### src/rtl/fetch_ctrl_if.sv
// Handshake and control bundle between the IF-stage sequencer and its surroundings.
// master = the fetch controller, slave = PC/ROM datapath plus hazard/branch logic.
interface fetch_ctrl_if #(
   parameter int unsigned ARQ    = 16,
   parameter int unsigned ADDR_W = 6
);
   logic              start;
   logic [ADDR_W-1:0] start_addr;
   logic              stall;
   logic              br_req;
   logic [ADDR_W-1:0] br_target;
   logic [ARQ-1:0]    instr_in;

   logic              pc_en;
   logic              mux_sel;
   logic [ADDR_W-1:0] branch_addr;
   logic              ifid_en;
   logic              ifid_flush;
   logic              busy;
   logic              halted;
   logic              wdog_err;
   logic [15:0]       fetch_cnt;

   modport master (
      input  start, start_addr, stall, br_req, br_target, instr_in,
      output pc_en, mux_sel, branch_addr, ifid_en, ifid_flush,
             busy, halted, wdog_err, fetch_cnt
   );

   modport slave (
      output start, start_addr, stall, br_req, br_target, instr_in,
      input  pc_en, mux_sel, branch_addr, ifid_en, ifid_flush,
             busy, halted, wdog_err, fetch_cnt
   );
endinterface

### src/rtl/fetch_ctrl.sv
// Instruction-fetch sequencer: start/restart, stalls, redirects, HALT drain.
// Optional stall watchdog enabled by defining FETCH_WATCHDOG_EN.
module fetch_ctrl #(
   parameter int unsigned ARQ          = 16,
   parameter int unsigned ADDR_W       = 6,
   parameter logic [3:0]  HALT_OPC     = 4'hF,
   parameter int unsigned DRAIN_CYCLES = 3
`ifdef FETCH_WATCHDOG_EN
   ,
   parameter int unsigned STALL_LIMIT  = 64
`endif
) (
   input  logic          clk,
   input  logic          rst,
   fetch_ctrl_if.master  bus
);

   localparam int unsigned OPC_W   = 4;
   localparam int unsigned DRAIN_W = 4;
   localparam int unsigned CNT_W   = 16;
   localparam logic [CNT_W-1:0] CNT_MAX = {CNT_W{1'b1}};

   typedef enum logic [1:0] {
      S_IDLE  = 2'd0,
      S_RUN   = 2'd1,
      S_DRAIN = 2'd2,
      S_HALT  = 2'd3
   } state_t;

   state_t               state, state_nxt;
   logic [DRAIN_W-1:0]   drain_cnt, drain_nxt;
   logic [CNT_W-1:0]     fetch_cnt_q;
   logic                 cnt_inc;

   logic                 pc_en_c;
   logic                 mux_sel_c;
   logic [ADDR_W-1:0]    branch_addr_c;
   logic                 ifid_en_c;
   logic                 ifid_flush_c;

   logic [OPC_W-1:0]     opcode;
   logic                 unused_instr_lo;

   assign opcode          = bus.instr_in[ARQ-1 -: OPC_W];
   assign unused_instr_lo = ^bus.instr_in[ARQ-OPC_W-1:0];

`ifdef FETCH_WATCHDOG_EN
   localparam logic [CNT_W-1:0] STALL_LAST = CNT_W'(STALL_LIMIT - 1);

   logic [CNT_W-1:0]     stall_cnt, stall_cnt_nxt;
   logic                 wdog_q;
   logic                 wdog_set;
`endif

   // State, drain counter and saturating fetch counter
   always_ff @(posedge clk or negedge rst) begin
      if (!rst) begin
         state       <= S_IDLE;
         drain_cnt   <= '0;
         fetch_cnt_q <= '0;
      end else begin
         state     <= state_nxt;
         drain_cnt <= drain_nxt;
         if (cnt_inc && (fetch_cnt_q != CNT_MAX)) begin
            fetch_cnt_q <= fetch_cnt_q + CNT_W'(1);
         end
      end
   end

`ifdef FETCH_WATCHDOG_EN
   // Consecutive-stall counter and sticky watchdog flag
   always_ff @(posedge clk or negedge rst) begin
      if (!rst) begin
         stall_cnt <= '0;
         wdog_q    <= 1'b0;
      end else begin
         stall_cnt <= stall_cnt_nxt;
         if (wdog_set) begin
            wdog_q <= 1'b1;
         end
      end
   end
`endif

   // Next state and same-cycle PC / IF-ID controls
   always_comb begin
      state_nxt     = state;
      drain_nxt     = drain_cnt;
      cnt_inc       = 1'b0;
      pc_en_c       = 1'b0;
      mux_sel_c     = 1'b0;
      branch_addr_c = '0;
      ifid_en_c     = 1'b0;
      ifid_flush_c  = 1'b0;
`ifdef FETCH_WATCHDOG_EN
      stall_cnt_nxt = stall_cnt;
      wdog_set      = 1'b0;
`endif

      unique case (state)
         S_IDLE, S_HALT: begin
            ifid_flush_c = 1'b1;
            if (bus.start) begin
               pc_en_c       = 1'b1;
               mux_sel_c     = 1'b1;
               branch_addr_c = bus.start_addr;
               state_nxt     = S_RUN;
            end
         end

         S_RUN: begin
            if (bus.br_req) begin
               pc_en_c       = 1'b1;
               mux_sel_c     = 1'b1;
               branch_addr_c = bus.br_target;
               ifid_en_c     = 1'b1;
               ifid_flush_c  = 1'b1;
`ifdef FETCH_WATCHDOG_EN
               stall_cnt_nxt = '0;
`endif
            end else if (bus.stall) begin
`ifdef FETCH_WATCHDOG_EN
               if (stall_cnt == STALL_LAST) begin
                  wdog_set      = 1'b1;
                  stall_cnt_nxt = '0;
                  state_nxt     = S_HALT;
               end else begin
                  stall_cnt_nxt = stall_cnt + CNT_W'(1);
               end
`endif
            end else if (opcode == HALT_OPC) begin
               // HALT itself still enters IF/ID so it reaches decode
               ifid_en_c = 1'b1;
               cnt_inc   = 1'b1;
               drain_nxt = DRAIN_W'(DRAIN_CYCLES);
               state_nxt = S_DRAIN;
`ifdef FETCH_WATCHDOG_EN
               stall_cnt_nxt = '0;
`endif
            end else begin
               pc_en_c   = 1'b1;
               ifid_en_c = 1'b1;
               cnt_inc   = 1'b1;
`ifdef FETCH_WATCHDOG_EN
               stall_cnt_nxt = '0;
`endif
            end
         end

         S_DRAIN: begin
            ifid_en_c    = 1'b1;
            ifid_flush_c = 1'b1;
            if (bus.br_req) begin
               // An older branch resolved behind the HALT: resume fetching
               pc_en_c       = 1'b1;
               mux_sel_c     = 1'b1;
               branch_addr_c = bus.br_target;
               drain_nxt     = '0;
               state_nxt     = S_RUN;
            end else if (drain_cnt <= DRAIN_W'(1)) begin
               drain_nxt = '0;
               state_nxt = S_HALT;
            end else begin
               drain_nxt = drain_cnt - DRAIN_W'(1);
            end
         end

         default: begin
            state_nxt = S_IDLE;
         end
      endcase
   end

   // Controls read zero while reset is asserted
   assign bus.pc_en       = rst & pc_en_c;
   assign bus.mux_sel     = rst & mux_sel_c;
   assign bus.branch_addr = rst ? branch_addr_c : '0;
   assign bus.ifid_en     = rst & ifid_en_c;
   assign bus.ifid_flush  = rst & ifid_flush_c;
   assign bus.busy        = (state == S_RUN) || (state == S_DRAIN);
   assign bus.halted      = (state == S_HALT);
   assign bus.fetch_cnt   = fetch_cnt_q;

`ifdef FETCH_WATCHDOG_EN
   assign bus.wdog_err = wdog_q;
`else
   assign bus.wdog_err = 1'b0;
`endif

endmodule
### src/flat_wrapper.sv
// flat-port wrapper written by rule: the top's interface ports become plain ports
module fetch_ctrl_flat 
#(
   parameter int unsigned ARQ          = 16,
   parameter int unsigned ADDR_W       = 6,
   parameter logic [3:0]  HALT_OPC     = 4'hF,
   parameter int unsigned DRAIN_CYCLES = 3

)
  (clk, rst, bus_start, bus_start_addr, bus_stall, bus_br_req, bus_br_target, bus_instr_in, bus_pc_en, bus_mux_sel, bus_branch_addr, bus_ifid_en, bus_ifid_flush, bus_busy, bus_halted, bus_wdog_err, bus_fetch_cnt);
  fetch_ctrl_if #(.ARQ(ARQ), .ADDR_W(ADDR_W)) bus_i ();
  input  logic clk;
  input  logic rst;
  input wire logic [$bits(bus_i.start)-1:0] bus_start;
  input wire logic [$bits(bus_i.start_addr)-1:0] bus_start_addr;
  input wire logic [$bits(bus_i.stall)-1:0] bus_stall;
  input wire logic [$bits(bus_i.br_req)-1:0] bus_br_req;
  input wire logic [$bits(bus_i.br_target)-1:0] bus_br_target;
  input wire logic [$bits(bus_i.instr_in)-1:0] bus_instr_in;
  output wire logic [$bits(bus_i.pc_en)-1:0] bus_pc_en;
  output wire logic [$bits(bus_i.mux_sel)-1:0] bus_mux_sel;
  output wire logic [$bits(bus_i.branch_addr)-1:0] bus_branch_addr;
  output wire logic [$bits(bus_i.ifid_en)-1:0] bus_ifid_en;
  output wire logic [$bits(bus_i.ifid_flush)-1:0] bus_ifid_flush;
  output wire logic [$bits(bus_i.busy)-1:0] bus_busy;
  output wire logic [$bits(bus_i.halted)-1:0] bus_halted;
  output wire logic [$bits(bus_i.wdog_err)-1:0] bus_wdog_err;
  output wire logic [$bits(bus_i.fetch_cnt)-1:0] bus_fetch_cnt;
  assign bus_i.start = bus_start;
  assign bus_i.start_addr = bus_start_addr;
  assign bus_i.stall = bus_stall;
  assign bus_i.br_req = bus_br_req;
  assign bus_i.br_target = bus_br_target;
  assign bus_i.instr_in = bus_instr_in;
  assign bus_pc_en = bus_i.pc_en;
  assign bus_mux_sel = bus_i.mux_sel;
  assign bus_branch_addr = bus_i.branch_addr;
  assign bus_ifid_en = bus_i.ifid_en;
  assign bus_ifid_flush = bus_i.ifid_flush;
  assign bus_busy = bus_i.busy;
  assign bus_halted = bus_i.halted;
  assign bus_wdog_err = bus_i.wdog_err;
  assign bus_fetch_cnt = bus_i.fetch_cnt;
  fetch_ctrl #(.ARQ(ARQ), .ADDR_W(ADDR_W), .HALT_OPC(HALT_OPC), .DRAIN_CYCLES(DRAIN_CYCLES)) u_core (.clk(clk), .rst(rst), .bus(bus_i));
endmodule
### config.mk
export PLATFORM = sky130hd
export DESIGN_NAME = fetch_ctrl_flat
export DESIGN_NICKNAME = d
export VERILOG_FILES = /design/src/rtl/fetch_ctrl_if.sv /design/src/rtl/fetch_ctrl.sv /design/src/flat_wrapper.sv
export SDC_FILE = /design/constraint.sdc
export NUM_CORES = 1
export LEC_CHECK = 0
export CORE_ASPECT_RATIO = 0.7
export CORE_MARGIN = 1
export CORE_UTILIZATION = 45
export DETAILED_ROUTE_END_ITERATION = 10
export HOLD_SLACK_MARGIN = 0.08
export PLACE_DENSITY_LB_ADDON = 0.08
export SLEW_MARGIN = 15
export SYNTH_ARGS = -nofsm -noshare
export SYNTH_HDL_FRONTEND = slang
export SYNTH_SLANG_ARGS = --single-unit
### constraint.sdc
create_clock -name clk -period 6.3 [get_ports clk]
set_clock_uncertainty 0.05 [all_clocks]
set_input_delay 0.945 -clock clk [delete_from_list [all_inputs] [get_ports clk]]
set_output_delay 0.945 -clock clk [all_outputs]
set_load 0.02 [all_outputs]
==> results of run 1 <==
==> final cells by class <==
| class | instances | area [sq um] |
|---|---|---|
| Tap cell | 36 | 45.0 |
| Clock buffer | 3 | 41.3 |
| Sequential cell | 22 | 551 |
| Clock inverter | 1 | 30.0 |
| Multi-Input combinational cell | 110 | 806 |
| Inverter | 8 | 30.0 |
| Fill cell | 238 | 892 |
| Timing Repair Buffer | 49 | 488 |
==> per-stage QoR <==
step	power [uW]	setup slack (ns)	hold slack [ns]	instances
after floorplan	426	3.53	0.456	143
after global placement	553	2.55	0.430	225
after detailed placement	565	2.54	0.442	225
after CTS	699	2.53	0.455	229
after global routing	741	2.36	0.491	229
final	698	2.56	0.453	229
==> per-layer routing <==
metal	routed length (microns)	share of wire
met1	1650	0.50
met2	1470	0.45
met3	154	0.047
met4	4	0.0012
met5	0	0
==> logic make-up after synthesis <==
logic type / share of synthesized area
AO/OA/AOI/OAI: 0.104
XOR/XNOR: 0.0746
adder cells (fa/ha/maj): 0.0622
buffers and inverters: 0.0373
flip-flops: 0.391
multiplexers: 0.0897
other: 0.00266
AND/OR/NAND/NOR: 0.239
==> sequential cells by signal, summed over array words and instances (netlist names) <==
name and cells:
u_core.bus.fetch_cnt 16, u_core.state 2, u_core.drain_cnt 4
==> synthesized netlist by cell type (all sizes together) <==
cell type / n / area share
o31ai: 3 / 0.016
nand3: 6 / 0.021
nor2: 14 / 0.037
ha: 7 / 0.062
o21ai: 5 / 0.018
and2: 1 / 0.0044
xnor2: 1 / 0.0062
nand2: 7 / 0.019
nor2b: 1 / 0.0044
o21a: 1 / 0.0053
nand3b: 2 / 0.011
nor3b: 1 / 0.0053
or3: 3 / 0.017
mux2: 5 / 0.040
o22a: 1 / 0.0071
o211a: 1 / 0.0071
nand4: 6 / 0.027
a31oi: 1 / 0.0044
buf: 2 / 0.013
nor3: 6 / 0.021
dfrtp: 22 / 0.39
o21bai: 1 / 0.0053
conb: 1 / 0.0027
or2: 2 / 0.0089
a21oi: 2 / 0.0071
o211ai: 1 / 0.0053
o311ai: 1 / 0.0062
or3b: 1 / 0.0062
clkbuf: 1 / 0.0027
mux2i: 7 / 0.050
nor4b: 2 / 0.012
o2bb2ai: 1 / 0.0062
a21o: 1 / 0.0053
inv: 8 / 0.021
or4: 1 / 0.0053
xor2: 11 / 0.068
nor4: 4 / 0.039
a21boi: 2 / 0.011
==> worst paths after layout <==
check / from / to / slack [ns] / cells past startpoint
max: rst / bus_branch_addr[1] / 2.56 / 5
min: u_core.bus.fetch_cnt[11] / u_core.bus.fetch_cnt[11] / 0.45 / 1
max reg2reg: u_core.state[1] / u_core.bus.fetch_cnt[12] / 3.87 / 6
min reg2reg: u_core.bus.fetch_cnt[11] / u_core.bus.fetch_cnt[11] / 0.45 / 1
max in group asynchronous: rst / u_core.drain_cnt[1] / 4.96 / 2
min in group asynchronous: rst / u_core.state[1] / 0.99 / 2
==> worst max-delay path, delay by kind of cell <==
family / cells / cell delay [ns]
simple gates: 1 / 0.15
compound gates: 1 / 0.26
buf+inv: 3 / 1.38
==> where the power goes <==
part	internal, uW	total (uW)	switching [uW]
clock network	84.8	131	46.2
logic	176	369	193
registers	165	198	33.3
==> out/results.tsv, run 1 <==
stage	metric	value	unit
global_route	initial antenna violation count	0	
cts	number of clock sinks	22	
final_layout	commonest non-fill, non-tap cell in the layout	clkdlybuf4s50_1	
cts	Post-CTS Setup Bufs	0	
final_layout	Syn-to-layout area delta	41.3	%
pwr	PD cells	351	nW/um^2
cts	CTS buffer count	3	
final_layout	Core Util, Final	0.691	
synth	Synth Net Count	183	
place	port bufs	48	
timing	Setup TNS	0	ns
final_layout	n_diodes	0	
timing	RSZ-0062 raised after global routing	false	
critical_path	crit start category	input port	
final_layout	Final nets	234	
floorplanning	die height	48.8	microns
pwr	Leak	0.000912	uW
route	final WL	3280	microns
pwr	maximum vdd ir drop	0.223	mV
synth	post-synthesis cell count	143	
global_route	first-pass GRT wire length	5580	microns
global_route	GR met2 Demand/Resource	0.317	
final_layout	commonest cells after routing, fill and taps aside	48 x clkdlybuf4s50_1, 22 x dfrtp_1, 14 x nor2_1, 11 x xor2_1, 8 x inv_1	
route	post-detailed-route count of antenna-violating nets	0	
synth	register area share after synthesis	0.391	
cts	# resized after CTS	0	
critical_path	CP max-delay cell	clkdlybuf4s50_1	
global_route	vias in the first global route	1152	
floorplanning	IO Pins	62	
cts	clock buffer depth	2	
cts	TritonCTS clock tree	done	
route	First DRT Iteration DRCs	76	
route	post-DR wirelength/cell	14.3	microns
critical_path	cell mode on critical path	clkdlybuf4s50_1	
synth	Synth Register Bits	22	
critical_path	CP required	5.30	ns
floorplanning	area of the core	2880	sq um
cts	clock slew at reported path FFs	0.09	ns
critical_path	WP data arrival	2.75	ns
synth	cell area after synthesis	1410	sq um
route	Residual DRC	0	
floorplanning	Die Wd	68.9	microns
cts	clock root buffer	clkbuf_8	
final_layout	share of layout cells above drive strength 1	0.0829	
critical_path	Critical Path, Cell by Cell	clkdlybuf4s50_1, buf_4, o21ai_1, nor2_1, clkdlybuf4s50_1	
timing	slew margin rel.	0.569	
global_route	Most Crowded Layer GR	met1	
global_route	pin count of the biggest net entering global routing	27	
synth	synth unique cells	42	
route	router iterations before antenna repair	4	
hold_path	Worst Hold Class	flip-flop to flip-flop	
place	placed inst area	1920	sq um
final_layout	Final Cell Area	1990	sq um
floorplanning	Initial Util	0.489	
cts	Worst-Skew Late Latency	0.26	ns
timing	final hold violations	0	
cts	H-tree Lvls	1	
timing	min cycle time layout	3.74	ns
place	RePlAce Congestion	0.806	
critical_path	Crit Path Category	input port to output pin	
synth	Yosys Warn Count	0	
global_route	overall routing resource usage	0.219	
run_status	outcome	completed	
critical_path	critical path peak fanout	26	
timing	slew of the pin with the lowest slew margin	0.641	ns
synth	synthesized area per cell	9.85	sq um
route	Via density	5.35	
global_route	GRT met1 Usage	0.350	
place	HPWL Detailed	2560	microns
floorplanning	DIE AREA	3360	sq um
timing	max frequency	267	MHz
critical_path	CP endpoint kind	output pin	
timing	Slew Limit Fails	0	
cts	Post-CTS Hold Fix Bufs	0	
critical_path	max incr delay on CP	0.62	ns
global_route	GR Layer Usage met3	0.0444	
run	max-cap violations	0	
route	routed via count	1225	
timing	count of final setup violators	0	
timing	Tcrit/Tclk final	0.594	
global_route	GR Overflow Total	0	
floorplanning	num rows	16	
Note: power is estimated with default switching activity, not from simulation.
==> inputs of run 2 (changes only) <==
--- a/config.mk
+++ b/config.mk
@@ -7,7 +7,7 @@
 export LEC_CHECK = 0
 export CORE_ASPECT_RATIO = 0.7
 export CORE_MARGIN = 1
-export CORE_UTILIZATION = 45
+export CORE_UTILIZATION = 42
 export DETAILED_ROUTE_END_ITERATION = 10
 export HOLD_SLACK_MARGIN = 0.08
 export PLACE_DENSITY_LB_ADDON = 0.08
==> constraint.sdc (replaced) <==
create_clock -name clk -period 3.5 [get_ports clk]
set_clock_uncertainty 0.05 [all_clocks]
set_input_delay 0.525 -clock clk [delete_from_list [all_inputs] [get_ports clk]]
set_output_delay 0.525 -clock clk [all_outputs]
set_load 0.02 [all_outputs]
==> run 2 against run 1 <==
- the run now ends with design-rule violations left
- utilization fell by 6.7 points
- via count grew 3.7%
- non-clock buffer count stayed put
- largest cell class unchanged
- largest power group unchanged
==> out/results.tsv, run 2 (synthesis results as in run 1) <==
stage	metric	value	unit	change
run_status	outcome	finished with violations		
run_status	failing checks	design-rule violations		
global_route	first-pass GRT wire length	5460	microns	-2.1%
hold_path	Hold Path Depth	1		unchanged
run	max-cap violations	0		unchanged
global_route	pin count of the biggest net entering global routing	23		-15%
hold_path	Worst Hold Class	flip-flop to flip-flop		
global_route	overall routing resource usage	0.195		-0.0237
route	post-detailed-route count of antenna-violating nets	0		unchanged
floorplanning	die height	50.5	microns	+3.4%
pwr	Tot Pwr	1180	uW	+69%
place	RePlAce Congestion	0.840		+4.3%
cts	clock slew at reported path FFs	0.08	ns	about the same
global_route	initial antenna violation count	0		unchanged
cts	Worst-Skew Late Latency	0.26	ns	about the same
floorplanning	IO Pins	62		unchanged
cts	number of clock sinks	22		unchanged
final_layout	commonest cells after routing, fill and taps aside	48 x clkdlybuf4s50_1, 22 x dfrtp_1, 14 x nor2_1, 11 x xor2_1, 8 x inv_1		
critical_path	CP max-delay cell	clkdlybuf4s50_1		
critical_path	Crit Path Category	flip-flop to output pin		
final_layout	n_diodes	0		unchanged
pwr	Leak	0.000905	uW	-0.76%
cts	# resized after CTS	0		unchanged
floorplanning	Die Wd	71.2	microns	+3.4%
final_layout	Syn-to-layout area delta	40.3	%	
critical_path	Critical Path, Cell by Cell	inv_1, ha_1, and2_1, o21ai_1, nor2_1, clkdlybuf4s50_1		
pwr	maximum vdd ir drop	0.303	mV	+36%
cts	Post-CTS Setup Bufs	0		unchanged
route	Residual DRC	7		+7
route	Via density	5.50		+2.8%
cts	CTS buffer count	3		unchanged
place	HPWL Detailed	2500	microns	-2.4%
floorplanning	num rows	17		+1
timing	final hold violations	0		unchanged
critical_path	CP endpoint kind	output pin		
critical_path	Worst Reg-to-Reg Cells	6		unchanged
final_layout	max reg flops	16		unchanged
critical_path	crit start category	flip-flop		
timing	RSZ-0062 raised after global routing	false		
route	First DRT Iteration DRCs	62		-18%
final_layout	commonest non-fill, non-tap cell in the layout	clkdlybuf4s50_1		
cts	H-tree Lvls	1		unchanged
cts	Post-CTS Hold Fix Bufs	0		unchanged
global_route	vias in the first global route	1173		+1.8%
timing	Slew Limit Fails	0		unchanged
route	routed via count	1270		+3.7%
timing	slew margin rel.	0.627		+0.0581
cts	clock root buffer	clkbuf_8		
cts	TritonCTS clock tree	done		
timing	min cycle time layout	3.11	ns	
route	post-DR wirelength/cell	13.7	microns	-4.4%
timing	max frequency	322	MHz	
critical_path	CP required	2.92	ns	-2.38 ns
timing	Setup TNS	0	ns	unchanged
place	port bufs	48		unchanged
critical_path	WP data arrival	2.53	ns	-0.22 ns
timing	Tcrit/Tclk final	0.888		
route	final WL	3170	microns	-3.5%
floorplanning	DIE AREA	3590	sq um	+6.9%
cts	clock buffer depth	2		unchanged
route	router iterations before antenna repair	7		+3
timing	count of final setup violators	0		unchanged
floorplanning	Initial Util	0.445		-0.0442
timing	slew of the pin with the lowest slew margin	0.555	ns	-0.0864 ns
floorplanning	area of the core	3170	sq um	+9.9%
pwr	PD cells	596	nW/um^2	+70%
critical_path	max incr delay on CP	0.55	ns	-0.07 ns
global_route	GR Overflow Total	0		unchanged
final_layout	share of layout cells above drive strength 1	0.0829		unchanged
final_layout	Final nets	234		unchanged
critical_path	critical path peak fanout	12		-54%
-- run 2: changes by cell type in the layout (fill, tap and decap cells not counted) --
cell,change
clkbuf_8,+1
bufinv_16,-1
-- run 2: metal layers --
metal / GRT usage / routed length (microns) / vias up
li1: - / - / 614
met1: 0.277 / 1530 / 613
met2: 0.302 / 1380 / 39
met3: 0.0542 / 236 / 4
met4: 0.0333 / 20 / 0
met5: 0 / 0 / -
-- run 2: layout make-up --
class / instances / area [sq um]
fill: 274 / 1190
timing repair buffer: 49 / 488
inverter: 8 / 30.0
clock buffer: 4 / 55.1
multi-input combinational: 110 / 806
tap: 38 / 47.5
sequential: 22 / 551
-- run 2: through the flow --
| step | cell area, sq um | setup slack, ns | hold slack (ns) | instances | util |
|---|---|---|---|---|---|
| after CTS | 1980 | 0.365 | 0.463 | 231 | 0.624 |
| after detailed placement | 1920 | 0.608 | 0.449 | 227 | 0.606 |
| final | 1980 | 0.392 | 0.454 | 231 | 0.624 |
| after floorplan | 1410 | 1.15 | 0.179 | 143 | - |
| after global placement | 1920 | 0.663 | 0.446 | 227 | 0.606 |
| after global routing | 1980 | 0.199 | 0.476 | 231 | 0.624 |
-- run 2: report_power, final --
part | internal (uW) | switching, uW
Combinational | 314 | 335
Clock | 100 | 77.2
Sequential | 297 | 54.0
Total | 712 | 466
-- run 2: critical path: cells and delay by family (launching register included) --
family / cells / cell delay [ns]
flops: 1 / 0.40
simple gates: 2 / 0.34
compound gates: 1 / 0.41
fa+ha+maj: 1 / 0.49
buf+inv: 2 / 0.62
-- run 2: final timing paths --
check / start / slack (ns) / endpoint
max: u_core.state[0] / 0.39 / bus_branch_addr[5]
min: u_core.bus.fetch_cnt[7] / 0.45 / u_core.bus.fetch_cnt[7]
max reg2reg: u_core.state[1] / 1.11 / u_core.bus.fetch_cnt[12]
min reg2reg: u_core.bus.fetch_cnt[7] / 0.45 / u_core.bus.fetch_cnt[7]
max in group asynchronous: rst / 2.44 / u_core.bus.fetch_cnt[9]
min in group asynchronous: rst / 0.74 / u_core.state[0]
